`src/rtl/matrix_result_reader.sv`:
```
// Streams a captured DIM x DIM result matrix one element per valid/ready transfer.
// Optional `RESULT_SIZE_TRIM_EN adds matrix_size to stream only the top-left N x N block.
module matrix_result_reader #(
  parameter int ELEM_W = 8,
  parameter int DIM    = 5
) (
  input  logic                          clk,
  input  logic                          rst_n,
  input  logic                          start,
  input  logic [DIM*DIM*ELEM_W-1:0]     result_in,
  input  logic                          overflow_in,
  output logic [ELEM_W-1:0]             out_data,
  output logic [$clog2(DIM*DIM)-1:0]    out_index,
  output logic                          out_valid,
  input  logic                          out_ready,
  output logic                          out_last,
  output logic                          busy,
  output logic                          done,
  output logic                          overflow_out
`ifdef RESULT_SIZE_TRIM_EN
  ,
  input  logic [2:0]                    matrix_size
`endif
);

  localparam int RC_W  = $clog2(DIM);
  localparam int IDX_W = $clog2(DIM*DIM);
  localparam int NEL   = DIM*DIM;

  typedef enum logic [1:0] {S_IDLE, S_SEND, S_DONE} state_e;

  state_e                    state_q, state_d;
  logic [NEL*ELEM_W-1:0]     shadow_q, shadow_d;
  logic                      ovf_q, ovf_d;
  logic [RC_W-1:0]           row_q, row_d;
  logic [RC_W-1:0]           col_q, col_d;
  logic [RC_W-1:0]           last_pos;
  logic [IDX_W-1:0]          cur_idx;
  logic                      at_last;
  logic [ELEM_W-1:0]         elem [NEL];

`ifdef RESULT_SIZE_TRIM_EN
  logic [RC_W-1:0]           last_q, last_d;

  // Sizes below 2 round up to 2, sizes above DIM clamp to DIM; store N-1.
  function automatic logic [RC_W-1:0] last_from_size(input logic [2:0] sz);
    if (sz < 3'd2)         return RC_W'(1);
    else if (int'(sz) > DIM) return RC_W'(DIM - 1);
    else                   return RC_W'(sz - 3'd1);
  endfunction

  assign last_pos = last_q;
`else
  assign last_pos = RC_W'(DIM - 1);
`endif

  for (genvar k = 0; k < NEL; k++) begin : g_elem
    assign elem[k] = shadow_q[k*ELEM_W +: ELEM_W];
  end

  assign cur_idx = IDX_W'(row_q) * IDX_W'(DIM) + IDX_W'(col_q);
  assign at_last = (row_q == last_pos) && (col_q == last_pos);

  // NOTE: every next-state variable gets its hold value first so no path leaves it unassigned (no latches).
  always_comb begin
    state_d  = state_q;
    shadow_d = shadow_q;
    ovf_d    = ovf_q;
    row_d    = row_q;
    col_d    = col_q;
`ifdef RESULT_SIZE_TRIM_EN
    last_d   = last_q;
`endif
    unique case (state_q)
      S_IDLE: begin
        if (start) begin
          shadow_d = result_in;
          ovf_d    = overflow_in;
          row_d    = '0;
          col_d    = '0;
`ifdef RESULT_SIZE_TRIM_EN
          last_d   = last_from_size(matrix_size);
`endif
          state_d  = S_SEND;
        end
      end
      S_SEND: begin
        if (out_ready) begin
          if (at_last) begin
            state_d = S_DONE;
          end else if (col_q == last_pos) begin
            col_d = '0;
            row_d = row_q + RC_W'(1);
          end else begin
            col_d = col_q + RC_W'(1);
          end
        end
      end
      S_DONE:  state_d = S_IDLE;
      default: state_d = S_IDLE;
    endcase
  end

  // NOTE: state registers use non-blocking assignments; the shadow matrix is reset too, so out_data reads 0 after reset.
  always_ff @(posedge clk or negedge rst_n) begin
    if (!rst_n) begin
      state_q  <= S_IDLE;
      shadow_q <= '0;
      ovf_q    <= 1'b0;
      row_q    <= '0;
      col_q    <= '0;
`ifdef RESULT_SIZE_TRIM_EN
      last_q   <= RC_W'(DIM - 1);
`endif
    end else begin
      state_q  <= state_d;
      shadow_q <= shadow_d;
      ovf_q    <= ovf_d;
      row_q    <= row_d;
      col_q    <= col_d;
`ifdef RESULT_SIZE_TRIM_EN
      last_q   <= last_d;
`endif
    end
  end

  // Stream outputs are forced to zero outside SEND so idle and reset values read clean.
  assign out_valid    = (state_q == S_SEND);
  assign out_data     = out_valid ? elem[cur_idx] : '0;
  assign out_index    = out_valid ? cur_idx : '0;
  assign out_last     = out_valid && at_last;
  assign busy         = (state_q != S_IDLE);
  assign done         = (state_q == S_DONE);
  assign overflow_out = ovf_q;

endmodule

```
`config.mk`:
```
export PLATFORM = sky130hd
export DESIGN_NAME = matrix_result_reader
export DESIGN_NICKNAME = d
export VERILOG_FILES = /design/src/rtl/matrix_result_reader.sv
export SDC_FILE = /design/constraint.sdc
export NUM_CORES = 1
export LEC_CHECK = 0
export ABC_AREA = 1
export CAP_MARGIN = 10
export CORE_UTILIZATION = 50
export DETAILED_ROUTE_END_ITERATION = 12
export GPL_TIMING_DRIVEN = 0
export MAX_ROUTING_LAYER = met4
export PLACE_DENSITY_LB_ADDON = 0.1
export SYNTH_ARGS = -nofsm -noshare
export SYNTH_HDL_FRONTEND = slang
export SYNTH_SLANG_ARGS = --single-unit
```
`constraint.sdc`:
```
create_clock -name clk -period 6.7 [get_ports clk]
set_input_delay 1.34 -clock clk [delete_from_list [all_inputs] [get_ports clk]]
set_output_delay 1.34 -clock clk [all_outputs]
set_load 0.01 [all_outputs]
```
* Yosys cells after proc, flatten, opt, wreduce, memory -nomap -nowiden
Cells that the tools add are included.
** Storage, ports and cells
- Flip-flop bits (word level) :: 209
- Latch bits :: 0
- Bits in writable memories :: 0
- Memory bits (read-only) :: 0
- Input bits :: 205
- Output and inout bits :: 18
- Logic and storage cells :: 47
- Memories kept :: 0
** Operators by class
- $add $sub $neg :: 3
- Multiply operators :: 1
- Divide/modulo/power cells :: 0
- Order comparisons :: 1
- Equal/unequal tests :: 9
- Shifts and indexed selects :: 0
- Mux-type cells :: 18
- Bitwise operators :: 1
- Reduce and logical (&&, ||, !) cells :: 9
** Operators by type and width (number)
- $bmux 8 s5 :: 1
- $mux 8 :: 3
- $mux 3 :: 7
- $pmux 3 s2 :: 2
- $add 3x1->3 const B :: 2
- $eq 3x3->1 const B :: 2
- $ge 6x6->1 const B :: 1
- $mux 2 :: 3
- $ne 2x1->1 const B :: 3
- $not 5->6 :: 1
- $add 5x3->5 :: 1
- $mul 3x3->5 const B :: 1
- $mux 5 :: 1
- $reduce_and 5->1 :: 1
- $ne 2x2->1 const B :: 2
- $pmux 2 s2 :: 1
- $reduce_and 4->1 :: 1
- $reduce_bool 2->1 :: 2
- $reduce_and 3->1 :: 1
- $eq 2x1->1 const B :: 1
- $eq 2x2->1 const B :: 1
- $logic_and 1x1->1 :: 2
- $logic_not 2->1 :: 1
- $reduce_and 2->1 :: 1

* Depth between registers and ports, before layout
- Depth in word-level cells :: 7
- Mapped depth :: 13
- Gate-level depth less buffers :: 12

* Worst setup path before layout
Ideal clock, no wire load.
- Path type :: register to output
- From :: register row_q[2]
- To :: output out_data[5]
- Arrival :: 2.426 ns
- Data required time :: 5.360 ns
- Path slack :: 2.934 ns
- Cell stages (with the launch flop) :: 14
- Path buffers :: 1
- Cell sequence :: dfrtp_1 > ha_1 > ha_1 > inv_1 > fa_1 > buf_2 > inv_2 > nor3_2 > nand2_1 > a21oi_1 > nand2_1 > nand2_1 > nand2_1 > inv_1
** Between the ends
- Longest elaborated chain between the ends :: 7
** RTL lines
- start, declared :: line 35 : logic [RC_W-1:0] row_q, row_d;
- start signal, assigned :: line 119 : row_q <= row_d;
- $mul 3x3->5 :: line 61 : assign cur_idx = IDX_W'(row_q) * IDX_W'(DIM) + IDX_W'(col_q);
- $add 5x3->5 :: line 61
- $not 5->6 (implied by the code) :: line 129 : assign out_data = out_valid ? elem[cur_idx] : '0;
- $bmux 8 s5 :: line 129
- $mux 8 (implied by the code) (2 in series) :: line 129
- $mux 8 :: line 129
- end, declared :: line 12 : output logic [ELEM_W-1:0] out_data,
No other way between the ends. The select of a mux whose other input is x is not followed.

* Final worst setup path
- From :: register row_q[2]
- To :: output out_data[4]
The elaborated chain is that of the path after synthesis.

==> insert_results.sql <==
INSERT INTO impl_metrics (metric_group, metric, value, unit) VALUES
('timing', 'ratio_of_final_minimum_period_to_clock_period', '0.863', ''),
('worst_setup_path', 'critPathMaxFanout', '10', ''),
('floorplan', 'die_height', '149', 'µm'),
('worst_setup_path', 'r2r_slack', '5160', 'ps'),
('worst_setup_path', 'r2r-start', 'state_q[1]', ''),
('clock_tree', 'maximum_number_of_buffers_from_clock_root_to_sink', '3', ''),
('timing', 'period_needed', '5780', 'ps'),
('finish', 'filler_cells_inserted', '1630', ''),
('worst_setup_path', 'worst-r2r-cell-count', '5', ''),
('floorplan', 'core_area', '21200', 'µm²'),
('timing', 'finalClockSkew', '9.67', 'ps'),
('clock_tree', 'cts_hold_repair.buffers', '0', ''),
('global_route', 'grt_pass1_wl', '49400', 'µm'),
('floorplan', 'design.die.area', '22300', 'µm²'),
('timing', 'f_max', '173', 'MHz'),
('run', 'maxCapViolCount', '0', ''),
('synth', 'async_reset_ff_frac', '1.00', ''),
('clock_tree', 'tritoncts.num_buffers', '24', ''),
('synth', 'syn_avg_cell_area', '11.0', 'µm²'),
('routing', 'via_count', '8317', ''),
('timing', 'grt_setup_unrepaired', 'false', ''),
('global_route', 'grt.overflow.total', '0', ''),
('place', 'routabilityCongestion', '0.886', ''),
('clock_tree', 'clock-root-buffer', 'clkbuf_16', ''),
('routing', 'first_iter_violations', '751', ''),
('synth', 'synth_ff_type', 'dfrtp_1', ''),
('hold_path', 'hold-path-endpoint', 'shadow_q[141]', ''),
('hold_path', 'worst_hold_startpoint', 'shadow_q[141]', ''),
('timing', 'finalSetupViolations', '0', ''),
('place', 'post-dp-hpwl', '23000', 'µm'),
('synth', 'synth_area', '10900', 'µm²'),
('clock_tree', 'clkTransAtPathRegs', '60', 'ps'),
('finish', 'multi_input_area', '5080', 'µm²'),
('finish', 'final_net_count', '1450', ''),
('hold_path', 'hold_path.class', 'register to register', ''),
('finish', 'regArea', '5230', 'µm²'),
('clock_tree', 'clk-insertion-delay-late', '520', 'ps'),
('synth', 'synth-edff-count', '0', ''),
('floorplan', 'ioPinCount', '223', ''),
('place', 'port-buffer-count', '222', ''),
('global_route', 'grt_max_degree', '118', ''),
('global_route', 'grt_antenna_before_repair', '0', ''),
('finish', 'post_route_cells_drive_above_1_share', '0.247', ''),
('worst_setup_path', 'timing.critical_path.to_type', 'output pin', ''),
('worst_setup_path', 'critPathRequiredTime', '5360', 'ps'),
('finish', 'area_delta_synth_final', '32.1', '%'),
('synth', 'yosysWarningCount', '0', ''),
('timing', 'timing_worst_slew_pin_value', '893', 'ps'),
('finish', 'diodes', '0', ''),
('timing', 'hold_ws', '505', 'ps'),
('worst_setup_path', 'arrival', '4440', 'ps'),
('synth', 'syn_inst', '983', ''),
('synth', 'mappedNetlistNets', '1201', ''),
('global_route', 'number_of_global_route_vias_before_repair', '8468', ''),
('clock_tree', 'cts.sink_count', '209', ''),
('floorplan', 'chipWidth', '149', 'µm'),
('run_status', 'outcome', 'complete, no violations', ''),
('clock_tree', 'clock_tree_from_tritoncts', 'done', ''),
('worst_setup_path', 'r2r_end', 'shadow_q[97]', ''),
('clock_tree', 'cts_htree_levels', '1', ''),
('routing', 'postRouteWirelength', '32800', 'µm'),
('floorplan', 'initial_utilization', '0.513', ''),
('routing', 'drcViolationCount', '0', ''),
('timing', 'slew_violations', '0', ''),
('clock_tree', 'cts_setup_buffers', '0', ''),
('worst_setup_path', 'worst-setup-path-type', 'register to output pin', ''),
('hold_path', 'hold_depth', '1', ''),
('floorplan', 'placementRows', '53', ''),
('global_route', 'groute.usage.overall', '0.309', ''),
('synth', 'ys_ff_latch', '209', ''),
('worst_setup_path', 'worst_setup_path_start_kind', 'register', ''),
('timing', 'finalHoldViolations', '0', ''),
('synth', 'synthDistinctLibCells', '29', ''),
('routing', 'post_drt_via_cell_ratio', '5.46', ''),
('routing', 'routed_wire_length_per_instance', '21.5', 'µm'),
('synth', 'ys_seq_area_frac', '0.482', ''),
('timing', 'worst_slew_margin_relative_to_its_limit', '0.405', ''),
('clock_tree', 'post_cts_resized', '0', ''),
('routing', 'ant_nets', '0', ''),
('routing', 'length_of_the_first_detailed_routing_pass_in_iterations', '5', '');
## cells by family after synthesis
kind of cell | count (synthesis) | synth area share
buffers and inverters | 91 | 0.0498
muxes | 199 | 0.260
DFF | 209 | 0.482
and+or+nand+nor | 448 | 0.180
xor gates and xnor gates | 3 | 0.00311
AOI/OAI and AO/OA | 20 | 0.00934
adders and majority gates | 13 | 0.0157
## cells in the final DEF, fill, tap and decap left out, drive strengths merged, types with 5 or more instances in the layout
master | netlist | layout
a21oi | 10 | 10
buf | 54 | 56
bufinv | 0 | 5
clkbuf | 8 | 40
clkdlybuf4s50 | 0 | 221
dfrtp | 209 | 209
ha | 12 | 12
inv | 29 | 29
mux2 | 199 | 199
nand2 | 250 | 250
nand3 | 175 | 175
nor2 | 17 | 17
o21ai | 9 | 9
## area by class of cell
class                   instances  area share
flip-flops and latches        209       0.365
multi-input cells             683       0.354
repair buffers                223       0.157
clock buffers                  32      0.0490
plain buffers                  62      0.0301
well taps                     275      0.0240
clock inverters                11      0.0129
inverters                      29     0.00759
## cells in the mapped netlist (2+ instances only)
cell type  count  area, µm²
nand2_1      247        927
dfrtp_1      209       5230
nand3_1      175        876
mux2_4       155       2330
mux2_2        44        495
inv_1         25       93.8
buf_2         24        120
buf_6         18        203
ha_1          12        150
nor2_1        12       45.0
a21oi_1       10       50.1
buf_4          9       67.6
clkbuf_1       8       30.0
o21ai_0        7       35.0
inv_2          4       15.0
buf_1          3       11.3
nand2_2        3       18.8
nor2_2         3       18.8
nand4_1        2       12.5
nor2_4         2       22.5
o21ai_1        2       10.0
xnor2_1        2       17.5
## per-layer routing
metal / GRT usage / vias to the layer above / routed length (µm)
li1: - / 3822 / -
met1: 0.426 / 4011 / 14500
met2: 0.462 / 406 / 14600
met3: 0.0569 / 78 / 2630
met4: 0.0949 / 0 / 1060
met5: - / - / 0
## sequential cells by signal, summed over array words and instances, names as in the netlist
register / count
state_q: 2
row_q: 3
shadow_q: 200
overflow_out: 1
col_q: 3
## through the flow
step                      cell area, µm²  worst slack, ps  TNS, ps  std cells  utilization
after floorplan                    10900             2930        0        983            -
after global placement             13400            -4620  -961800       1480        0.634
after detailed placement           13500             1590        0       1481        0.636
after CTS                          14300             1040        0       1524        0.678
after global routing               14300              826        0       1524        0.678
final                              14300              918        0       1524        0.678
## how the worst max path moves through the flow
stage                     startpoint     endpoint  slack (ps)  cells past startpoint
after CTS                   row_q[2]  out_data[4]        1040                     12
after detailed placement    row_q[2]  out_data[4]        1590                     12
after floorplan             row_q[2]  out_data[5]        2930                     13
after global placement         rst_n     col_q[0]       -4620                      1
after global routing        row_q[2]  out_data[6]         830                     14
final                       row_q[2]  out_data[4]         920                     12
## critical path, stage by stage (launching register included)
cell	delay (ps)
dfrtp_1	470
ha_1	310
ha_1	300
inv_1	80
fa_1	400
buf_2	200
inv_2	180
clkbuf_1	620
nand3_1	280
nand3_1	180
a21oi_1	100
nor2_1	210
clkdlybuf4s50_1	580
Power is left out: the tool's default activity adds up to more than one toggle a clock period on the data nets, which glitch-free logic cannot reach.
